File: config.mk
export PLATFORM = sky130hd
export DESIGN_NAME = store_buffer_flat
export DESIGN_NICKNAME = d
export VERILOG_FILES = /design/src/rtl/store_buffer_if.sv /design/src/rtl/store_buffer.sv /design/src/flat_wrapper.sv
export SDC_FILE = /design/constraint.sdc
export NUM_CORES = 1
export LEC_CHECK = 0
export CAP_MARGIN = 0
export CORE_MARGIN = 2
export CORE_UTILIZATION = 45
export DETAILED_ROUTE_END_ITERATION = 12
export GPL_TIMING_DRIVEN = 0
export PLACE_DENSITY = 0.67
export SYNTH_ARGS = -nofsm -noshare
export SYNTH_HDL_FRONTEND = slang
export SYNTH_SLANG_ARGS = --single-unit
File: constraint.sdc
create_clock -name clk -period 13 [get_ports clk]
set_clock_uncertainty 0.05 [all_clocks]
set_input_delay 1.95 -clock clk [delete_from_list [all_inputs] [get_ports clk]]
set_output_delay 1.95 -clock clk [all_outputs]
set_load 0.005 [all_outputs]
File: src/rtl/store_buffer_if.sv
// Request and data_memory bus for store_buffer. The slave side is the buffer;
// the master side is the execute stage together with data_memory.
interface store_buffer_if;
  logic        req_valid;
  logic        req_ready;
  logic        req_write;
  logic [31:0] req_addr;
  logic [31:0] req_wdata;
  logic [2:0]  req_dmctrl;
  logic [31:0] ld_data;
  logic [31:0] mem_address;
  logic [31:0] mem_wdata;
  logic [2:0]  mem_dmctrl;
  logic        mem_write;
  logic [31:0] mem_rdata;
  logic        sb_empty;
  logic        misalign_err;

  modport master (
    output req_valid, req_write, req_addr, req_wdata, req_dmctrl, mem_rdata,
    input  req_ready, ld_data, mem_address, mem_wdata, mem_dmctrl, mem_write,
           sb_empty, misalign_err
  );

  modport slave (
    input  req_valid, req_write, req_addr, req_wdata, req_dmctrl, mem_rdata,
    output req_ready, ld_data, mem_address, mem_wdata, mem_dmctrl, mem_write,
           sb_empty, misalign_err
  );
endinterface

File: src/rtl/store_buffer.sv
// Posted-write store buffer in front of data_memory with exact-match load forwarding.
// Optional STORE_BUFFER_MISALIGN_TRAP_EN drops misaligned H/W requests and pulses misalign_err.
module store_buffer #(
  parameter int unsigned DEPTH = 4
) (
  input logic           clk,
  input logic           rst,
  store_buffer_if.slave bus
);
  localparam int unsigned AW = (DEPTH > 1) ? $clog2(DEPTH) : 1;
  localparam logic [AW:0]   FULL = (AW+1)'(DEPTH);
  localparam logic [AW:0]   CNT_ONE = (AW+1)'(1);
  localparam logic [AW-1:0] PTR_ONE = AW'(1);

  logic [31:0]   ent_addr [DEPTH];
  logic [31:0]   ent_data [DEPTH];
  logic [2:0]    ent_ctrl [DEPTH];
  logic [AW-1:0] wr_ptr, rd_ptr, yng;
  logic [AW:0]   count;

  logic ctrl_ok, misaligned, live, hit, fwd_ok, load_port, enq, pop;

  function automatic logic [31:0] extend(input logic [31:0] d, input logic [2:0] c);
    case (c)
      3'b000:  return {{24{d[7]}}, d[7:0]};
      3'b001:  return {{16{d[15]}}, d[15:0]};
      3'b010:  return d;
      3'b100:  return {24'b0, d[7:0]};
      3'b101:  return {16'b0, d[15:0]};
      default: return '0;
    endcase
  endfunction

  assign ctrl_ok = bus.req_dmctrl inside {3'b000, 3'b001, 3'b010, 3'b100, 3'b101};

`ifdef STORE_BUFFER_MISALIGN_TRAP_EN
  assign misaligned = ctrl_ok &&
                      ((bus.req_dmctrl[1:0] == 2'b01 && bus.req_addr[0]) ||
                       (bus.req_dmctrl[1:0] == 2'b10 && bus.req_addr[1:0] != 2'b00));
`else
  assign misaligned = 1'b0;
`endif

  // Ascending scan from the head, so the last match is the youngest store to the word.
  always_comb begin
    hit = 1'b0;
    yng = rd_ptr;
    for (int unsigned k = 0; k < DEPTH; k++) begin
      if ((AW+1)'(k) < count &&
          ent_addr[rd_ptr + AW'(k)][31:2] == bus.req_addr[31:2]) begin
        hit = 1'b1;
        yng = rd_ptr + AW'(k);
      end
    end
  end

  assign live      = bus.req_valid && ctrl_ok && !misaligned;
  assign fwd_ok    = hit && ent_addr[yng] == bus.req_addr &&
                     ent_ctrl[yng][1:0] == bus.req_dmctrl[1:0];
  assign load_port = live && !bus.req_write && !hit;
  assign enq       = live && bus.req_write && count != FULL;
  assign pop       = count != '0 && !load_port;

  always_comb begin
    bus.req_ready = 1'b0;
    bus.ld_data   = '0;
    if (bus.req_valid) begin
      if (!live)
        bus.req_ready = 1'b1;
      else if (bus.req_write)
        bus.req_ready = count != FULL;
      else if (!hit) begin
        bus.req_ready = 1'b1;
        bus.ld_data   = bus.mem_rdata;
      end else if (fwd_ok) begin
        bus.req_ready = 1'b1;
        bus.ld_data   = extend(ent_data[yng], bus.req_dmctrl);
      end
    end
  end

  always_comb begin
    bus.mem_address = ent_addr[rd_ptr];
    bus.mem_wdata   = ent_data[rd_ptr];
    bus.mem_dmctrl  = ent_ctrl[rd_ptr];
    bus.mem_write   = pop;
    if (load_port) begin
      bus.mem_address = bus.req_addr;
      bus.mem_wdata   = '0;
      bus.mem_dmctrl  = bus.req_dmctrl;
    end
  end

  assign bus.sb_empty = (count == '0);

  // Payload storage needs no reset: occupancy is tracked solely by count.
  always_ff @(posedge clk) begin
    if (enq) begin
      ent_addr[wr_ptr] <= bus.req_addr;
      ent_data[wr_ptr] <= bus.req_wdata;
      ent_ctrl[wr_ptr] <= bus.req_dmctrl;
    end
  end

  always_ff @(posedge clk or posedge rst) begin
    if (rst) begin
      wr_ptr <= '0;
      rd_ptr <= '0;
      count  <= '0;
    end else begin
      if (enq) wr_ptr <= wr_ptr + PTR_ONE;
      if (pop) rd_ptr <= rd_ptr + PTR_ONE;
      case ({enq, pop})
        2'b10:   count <= count + CNT_ONE;
        2'b01:   count <= count - CNT_ONE;
        default: count <= count;
      endcase
    end
  end

`ifdef STORE_BUFFER_MISALIGN_TRAP_EN
  logic mis_q;
  always_ff @(posedge clk or posedge rst) begin
    if (rst) mis_q <= 1'b0;
    else     mis_q <= bus.req_valid && misaligned;
  end
  assign bus.misalign_err = mis_q;
`else
  assign bus.misalign_err = 1'b0;
`endif
endmodule

File: src/flat_wrapper.sv
// flat-port wrapper written by rule: the top's interface ports become plain ports
module store_buffer_flat 
#(
  parameter int unsigned DEPTH = 4
)
  (clk, rst, bus_req_valid, bus_req_write, bus_req_addr, bus_req_wdata, bus_req_dmctrl, bus_mem_rdata, bus_req_ready, bus_ld_data, bus_mem_address, bus_mem_wdata, bus_mem_dmctrl, bus_mem_write, bus_sb_empty, bus_misalign_err);
  store_buffer_if bus_i ();
  input logic clk;
  input logic rst;
  input wire logic [$bits(bus_i.req_valid)-1:0] bus_req_valid;
  input wire logic [$bits(bus_i.req_write)-1:0] bus_req_write;
  input wire logic [$bits(bus_i.req_addr)-1:0] bus_req_addr;
  input wire logic [$bits(bus_i.req_wdata)-1:0] bus_req_wdata;
  input wire logic [$bits(bus_i.req_dmctrl)-1:0] bus_req_dmctrl;
  input wire logic [$bits(bus_i.mem_rdata)-1:0] bus_mem_rdata;
  output wire logic [$bits(bus_i.req_ready)-1:0] bus_req_ready;
  output wire logic [$bits(bus_i.ld_data)-1:0] bus_ld_data;
  output wire logic [$bits(bus_i.mem_address)-1:0] bus_mem_address;
  output wire logic [$bits(bus_i.mem_wdata)-1:0] bus_mem_wdata;
  output wire logic [$bits(bus_i.mem_dmctrl)-1:0] bus_mem_dmctrl;
  output wire logic [$bits(bus_i.mem_write)-1:0] bus_mem_write;
  output wire logic [$bits(bus_i.sb_empty)-1:0] bus_sb_empty;
  output wire logic [$bits(bus_i.misalign_err)-1:0] bus_misalign_err;
  assign bus_i.req_valid = bus_req_valid;
  assign bus_i.req_write = bus_req_write;
  assign bus_i.req_addr = bus_req_addr;
  assign bus_i.req_wdata = bus_req_wdata;
  assign bus_i.req_dmctrl = bus_req_dmctrl;
  assign bus_i.mem_rdata = bus_mem_rdata;
  assign bus_req_ready = bus_i.req_ready;
  assign bus_ld_data = bus_i.ld_data;
  assign bus_mem_address = bus_i.mem_address;
  assign bus_mem_wdata = bus_i.mem_wdata;
  assign bus_mem_dmctrl = bus_i.mem_dmctrl;
  assign bus_mem_write = bus_i.mem_write;
  assign bus_sb_empty = bus_i.sb_empty;
  assign bus_misalign_err = bus_i.misalign_err;
  store_buffer #(.DEPTH(DEPTH)) u_core (.clk(clk), .rst(rst), .bus(bus_i));
endmodule
==> results.md, run 1 <==
- Iteration-0 DRC count of the detailed router: around 1000
- Critical path launch point: bus_req_addr[19]
- Post-route setup slack: between 2000 and 3000 ps
- Nets@finish: 1712
- Final core utilization: 0.557
- RSZ-0062 raised after global routing: no
- Clock tree sinks: 275
- Worst vdd ir: 127 uV
- Overflow after GRT: 0
- Max-slew violations: 0
- Design Area, Final: 0.0209 mm2
- Synth cell count leaders: edfxtp_1, mux2i_1, xnor2_1
- Worst Setup Start Kind: primary input
- DP Area: 0.0199 mm2
- Arrival time at the worst endpoint: 8310 ps
- Largest net degree at the start of global routing: 53
- Net Sw Power: 1.68 mW
- First-pass GRT wire length: a little over 80000 um
- Clock tree from TritonCTS: yes
- Antenna violations before repair: 3
- Ys Warns: 0
- Hold slack: about 580 ps
- Pwr dens: 205 mW/mm2
- GRT Resource Usage Total: 0.290
- CP Max Fanout: 10
- Measured slew at the worst slew-check pin: approximately 1000 ps
- Post-synthesis async set-or-reset flop share: 0.0255
- Die height: 199 um
- Synth area leader: edfxtp_1
- Top post-synthesis cells by area: edfxtp_1, mux2i_1, mux4_2
- Initial Util: 0.455
- Clock power frac: 0.206
- Fillers: 3188
- Max_cap viols: 0
- Netlist cell types: 85
- Top-count cell post-synth: edfxtp_1
- Hold Path Origin: u_core.count[0]
- Placed cells: about 2100
- Flop pwr share: 0.252
- Clk slew on worst S/H paths: 60 ps
- Drt first pass iters: 6
- Top Ports: 206
- Layout cells sized above 1: 0.170
- Crit Reg-Reg Startpoint: u_core.rd_ptr[0]
- Maximum clock insertion buffer count: 3
- WL/cell: 26.8 um
- Seq/Total Area, Yosys: 0.480
- N_diodes: 0
- Pre-CTS WS: 2780 ps
- Hold Crit Class: register to register
- Area Overhead vs Synth: 22.2%
- Gate power share: 0.542
- CTS H-tree depth: 1
- Final worst-path cycle share: 0.793
- ANT nets after route: 0
- Status: completed
- Crit path capture type: output port
- Residual DRC count: 0
- Syn Area/Cell: 12.6 um2
- Post_cts resized: 0
- Sum of routed wire length over all layers: 57100 um
- Post-synth top flop: edfxtp_1
- Synthesized Nets: between 1000 and 1500
- Post-Layout Cell Count: between 2000 and 2500
- Die X: 199 um
- IO buf count: roughly 200
- Post-CTS setup buffers: 0
- Clock root cell: clkbuf_16
- DIE AREA: slightly below 0.04 mm2
- Number of hold buffers added after cts: 0
- Sw frac: 0.391
- Clock buffer count from CTS: 31
- Int Pwr: 2.62 mW
- Synthesized area: 0.0171 mm2
- Final setup viols: 0
- Cell Rows: 71
- Clk Latency, worst-skew pair: 610 ps
- Critical Path RT: 11000 ps
- Design Power: 4.30 mW
- Vias in the first global route: 12700
- Gpl congestion: 0.997
- Share of the synthesized area in the top cell type: 0.470
- Detail Placement HPWL: 41200 um
- LEAKAGE: 7.25 nW
- Fmax: 97.0 MHz
- Routed vias: 12600
- Post-layout min period: 10310 ps
- Setup TNS: 0 ps
- Seq cells post-synth: 275
- Mapped Cells: around 1400
- Hold Fails Final Rpt: 0
- Core box area: between 0.03 and 0.04 mm2
- Crit path kind: primary input to output port
- Slew headroom: 0.331
- Post-synth EDFFs: ~270
- Vias per cell: roughly 5.9
-- final timing paths --
path	slack [ps]	depth (start not counted)	endpoint
max	2690	16	bus_ld_data[29]
min	580	1	u_core.count[0]
max reg2reg	6270	19	u_core.count[2]
min reg2reg	580	1	u_core.count[0]
max in group asynchronous	11130	2	u_core.count[0]
min in group asynchronous	1550	2	u_core.wr_ptr[0]
-- power by group through the flow --
stage | combinational (mW) | clock, mW | sequential (mW)
CTS | 2.32 | 0.896 | 1.08
finish | 2.33 | 0.884 | 1.08
floorplan | 1.46 | 0 | 1.09
global placement | 2.30 | 0 | 1.11
detailed placement | 2.31 | 0 | 1.10
global route | 2.46 | 0.930 | 1.09
-- area by class of cell --
| class | count | area (um2) | share of cell area |
|---|---|---|---|
| Buffer | 106 | 606 | 0.0290 |
| Clock buffer | 41 | 813 | 0.0389 |
| Clock inverter | 15 | 186 | 0.00891 |
| Inverter | 26 | 97.6 | 0.00467 |
| Multi-Input combinational cell | 952 | 8200 | 0.392 |
| Sequential cell | 275 | 8220 | 0.393 |
| Tap cell | 511 | 639 | 0.0306 |
| Timing Repair Buffer | 208 | 2150 | 0.103 |
-- registers in the layout, summed over array words and instances, names as in the netlist --
register	count
u_core.count	3
u_core.wr_ptr	2
u_core.ent_ctrl	12
u_core.ent_addr	128
u_core.ent_data	128
u_core.rd_ptr	2
-- worst max-delay path: stages --
cell             delay (ps)
clkdlybuf4s50_1         620
clkbuf_1                360
clkbuf_1                430
o22ai_1                 270
nor4_1                  380
o221ai_1                280
a2111oi_4               510
a32oi_1                 280
o211ai_2                470
nand3_1                 170
and3_1                  220
nor4_1                  580
nand4_1                 590
buf_2                   440
o21ai_2                 180
clkdlybuf4s50_1         560
-- layout by cell type, fill, tap and decap left out, types with 6 or more instances in the layout --
cell,instances
o21ai_2,7
o22ai_1,8
nor2b_1,47
and2_1,7
mux2i_1,166
nor3_1,9
o21ai_1,23
buf_2,29
clkinv_1,7
ha_1,9
nand4_1,13
buf_1,14
nand3_1,25
o21ai_0,50
xor2_1,13
clkbuf_1,52
edfxtp_1,268
nand2b_1,6
nor4_1,14
mux2_2,92
nand2_1,87
dfrtp_1,7
xnor2_1,109
nor2_1,34
mux4_2,57
o2bb2ai_1,6
clkdlybuf4s50_1,204
clkbuf_16,31
and3_1,6
a211oi_1,10
inv_1,23
a21oi_1,57
buf_6,10
-- layer usage --
metal,wire length [um],GRT usage
met1,22900,0.370
met2,27600,0.489
met3,4230,0.0561
met4,2450,0.112
met5,36,0
-- kinds of logic (layout without fill, tap and decap cells) --
kind of cell	after synthesis	in the layout	synth area share
muxes	320	320	0.237
DFF	275	275	0.480
other	1	1	0.000219
xor gates and xnor gates	122	122	0.0624
AOI/OAI and AO/OA	226	226	0.0881
adders and majority gates	9	9	0.00658
buffers and inverters	132	396	0.0411
and+or+nand+nor	274	274	0.0838
No activity file was read; power rests on OpenSTA's default activity.
==> run 2, diff against run 1 <==
Settings changed: PLACE_DENSITY 0.67 to 0.69.
Clock period 13 ns to 8.7 ns, I/O delays scaled along.
==> run 2 against run 1 <==
- power grew 47%
- largest power group unchanged
- register-to-register slack lost 3900 ps
- critical endpoint is now bus_mem_address[27]
- cell count is essentially flat
- critical path type is now register to output port
- design area shrank 0.17%
==> results.md, run 2 (synthesis results as in run 1) <==
- Slowest cell on crit path: clkdlybuf4s50_1
- Status: completed
- N_diodes: 0 (unchanged)
- Hold Fails Final Rpt: 0 (unchanged)
- FF-to-FF path depth: 19 (unchanged)
- Gpl congestion: 1.01 (+1.5%)
- Leading cell type in the layout, fill and taps excluded: edfxtp_1
- Placed cells: 2078 (unchanged)
- Maximum clock insertion buffer count: 3 (unchanged)
- Die height: 199 um (unchanged)
- Worst vdd ir: 173 uV (+36%)
- GRT Resource Usage Total: 0.286 (-0.00375)
- Most frequent cells in the layout: edfxtp_1, clkdlybuf4s50_1, mux2i_1
- Final setup viols: 0 (unchanged)
- Fillers: 3163 (-0.78%)
- IO buf count: 204 (unchanged)
- Post-layout min period: roughly 8500 ps
- Arrival time at the worst endpoint: 7120 ps (-1190 ps)
- Clock tree sinks: 275 (unchanged)
- Sum of routed wire length over all layers: 57000 um (-0.25%)
- CTS H-tree depth: 1 (unchanged)
- Clk Latency, worst-skew pair: 610 ps (about the same)
- Crit Reg-Reg Startpoint: u_core.rd_ptr[0]
- Area Overhead vs Synth: 22.0%
- Max_cap viols: 0 (unchanged)
- Final worst-path cycle share: 0.974
- First-pass GRT wire length: 82000 um (-1.3%)
- Clock tree from TritonCTS: yes
- Overflow after GRT: 0 (unchanged)
- RSZ-0062 raised after global routing: no
- Detail Placement HPWL: 41500 um (+0.55%)
- WL/cell: 26.7 um (-0.21%)
- Slew headroom: 0.351 (+0.0201)
- Clk slew on worst S/H paths: 60 ps (about the same)
- WHS Endpoint: u_core.wr_ptr[0]
- Die X: 199 um (unchanged)
- Met3 usage: 0.0565 (+0.000339)
- Layout cells sized above 1: 0.174 (+0.00380)
- Vias in the first global route: 12500 (-1.4%)
- Sequential cell area: 0.00822 mm2 (unchanged)
- Design Power: 6.34 mW (+47%)
- Top Ports: 206 (unchanged)
- Worst Setup Start Kind: register
- Met2 Track Usage GR: 0.478 (-0.0116)
- WP buf/inv: 10 (+5)
- Hold Path Origin: u_core.wr_ptr[0]
- Nets@finish: 1712 (unchanged)
- Critical Path Most Common Cell: buf_2
- Clock buffer count from CTS: 30 (-3.2%)
- Post-Layout Cell Count: 2133 (-0.047%)
- Antenna violations before repair: 2 (-1)
- Iteration-0 DRC count of the detailed router: 1044 (+0.19%)
- Residual DRC count: 0 (unchanged)
- Hold Path Depth: 2 (+1)
- Measured slew at the worst slew-check pin: 966 ps (-29.9 ps)
- DIE AREA: 0.0396 mm2 (unchanged)
- Critical Path RT: 7340 ps (-3660 ps)
- Largest net degree at the start of global routing: 48 (-9.4%)
- Crit path kind: register to output port
- Max-slew violations: 0 (unchanged)
- Crit path capture type: output port
- Vias per cell: 5.93 (+0.38%)
- Hold Crit Class: register to register
- Design Area, Final: 0.0209 mm2 (-0.17%)
- Cell Rows: 71 (unchanged)
- Reg-to-Reg End: u_core.count[2]
- Initial Util: 0.455 (unchanged)
- Routed vias: 12700 (+0.33%)
- Core box area: 0.0376 mm2 (unchanged)
- Top flop regs: u_core.ent_addr (128), u_core.ent_data (128), u_core.ent_ctrl (12)
- Crit path cell chain: buf_2 > buf_4 > buf_4 > buf_2 > buf_2 > clkbuf_2 > buf_2 > a21oi_1 > xnor2_1 > nand4_1 > nor4_1 > a311oi_1 > nor2b_1 > clkbuf_1 > clkbuf_2 > o21ai_0 > clkdlybuf4s50_1
- Area of the multi-input gates: 0.00821 mm2 (+0.12%)
- Pwr dens: 304 mW/mm2 (+48%)
- Global route hottest layer: met2
- LEAKAGE: 7.24 nW (-0.13%)
- Drt first pass iters: 5 (-1)
- Met1 Use GR: 0.366 (-0.00321)
- DP Area: 0.0199 mm2 (unchanged)
- Clock root cell: clkbuf_16
- FF-to-FF setup slack: 2330 ps (-3940 ps)
- ANT nets after route: 0 (unchanged)
- CP Max Fanout: 10 (unchanged)
- Delay-heaviest family, CP: buffers and inverters
- Fmax: 118 MHz
- Max incr delay on CP: 580 ps (-40 ps)
## run 2: cell count changes in the layout (fill, tap and decap cells not counted), sizes merged
cell / before / now
clkinvlp: 1 / 3
clkbuf: 83 / 81
bufinv: 4 / 2
clkinv: 11 / 13
inv: 25 / 24
## run 2: repair_timing
item | in CTS | in global routing
endpoints found under the setup margin | 42 | 63
hold buffers | 0 | 0
pin swaps | 1 | 1
buffers inserted | 1 | 0
gates cloned | 0 | 0
resized for setup | 4 | 5
## run 2: tightest hold or removal path, stage by stage (launching register included)
cell	delay (ps)
dfrtp_1	370
inv_1	100
xnor2_1	130
## run 2: area by class of cell
cell class | instances | area share
flip-flops and latches | 275 | 0.394
multi-input cells | 952 | 0.393
repair buffers | 209 | 0.103
clock buffers | 38 | 0.0374
well taps | 511 | 0.0306
plain buffers | 106 | 0.0293
clock inverters | 16 | 0.00767
inverters | 26 | 0.00467
## run 2: layer usage
metal | vias to the layer above | wire [um]
li1 | 5669 | -
met1 | 6262 | 22400
met2 | 599 | 27300
met3 | 127 | 4660
met4 | 2 | 2570
met5 | - | 11
## run 2: report_power, final
part | switching, mW | internal, mW | leakage, nW
registers | 0.0563 | 1.57 | 2.50
clock network | 0.542 | 0.694 | 0.447
logic | 1.91 | 1.57 | 4.29
## run 2: worst max path at each step
stage | start | cells after the start | slack (ps) | endpoint
floorplan | bus_req_addr[2] | 17 | 2530 | bus_ld_data[20]
global placement | bus_req_addr[18] | 17 | -60 | bus_ld_data[16]
detailed placement | bus_req_addr[19] | 17 | -40 | bus_ld_data[16]
CTS | u_core.rd_ptr[0] | 17 | 70 | bus_mem_address[3]
global route | bus_req_addr[23] | 20 | 50 | bus_ld_data[16]
finish | u_core.rd_ptr[0] | 17 | 230 | bus_mem_address[27]
## run 2: stage by stage
stage | hold WS (ps) | util | setup slack [ps] | setup TNS, ps
after floorplan | 490 | - | 2530 | 0
after global placement | 547 | 0.527 | -62.9 | -177
after detailed placement | 575 | 0.530 | -40.5 | -40.5
after CTS | 588 | 0.556 | 65.4 | 0
after global routing | 627 | 0.556 | 47.0 | 0
final | 588 | 0.556 | 229 | 0
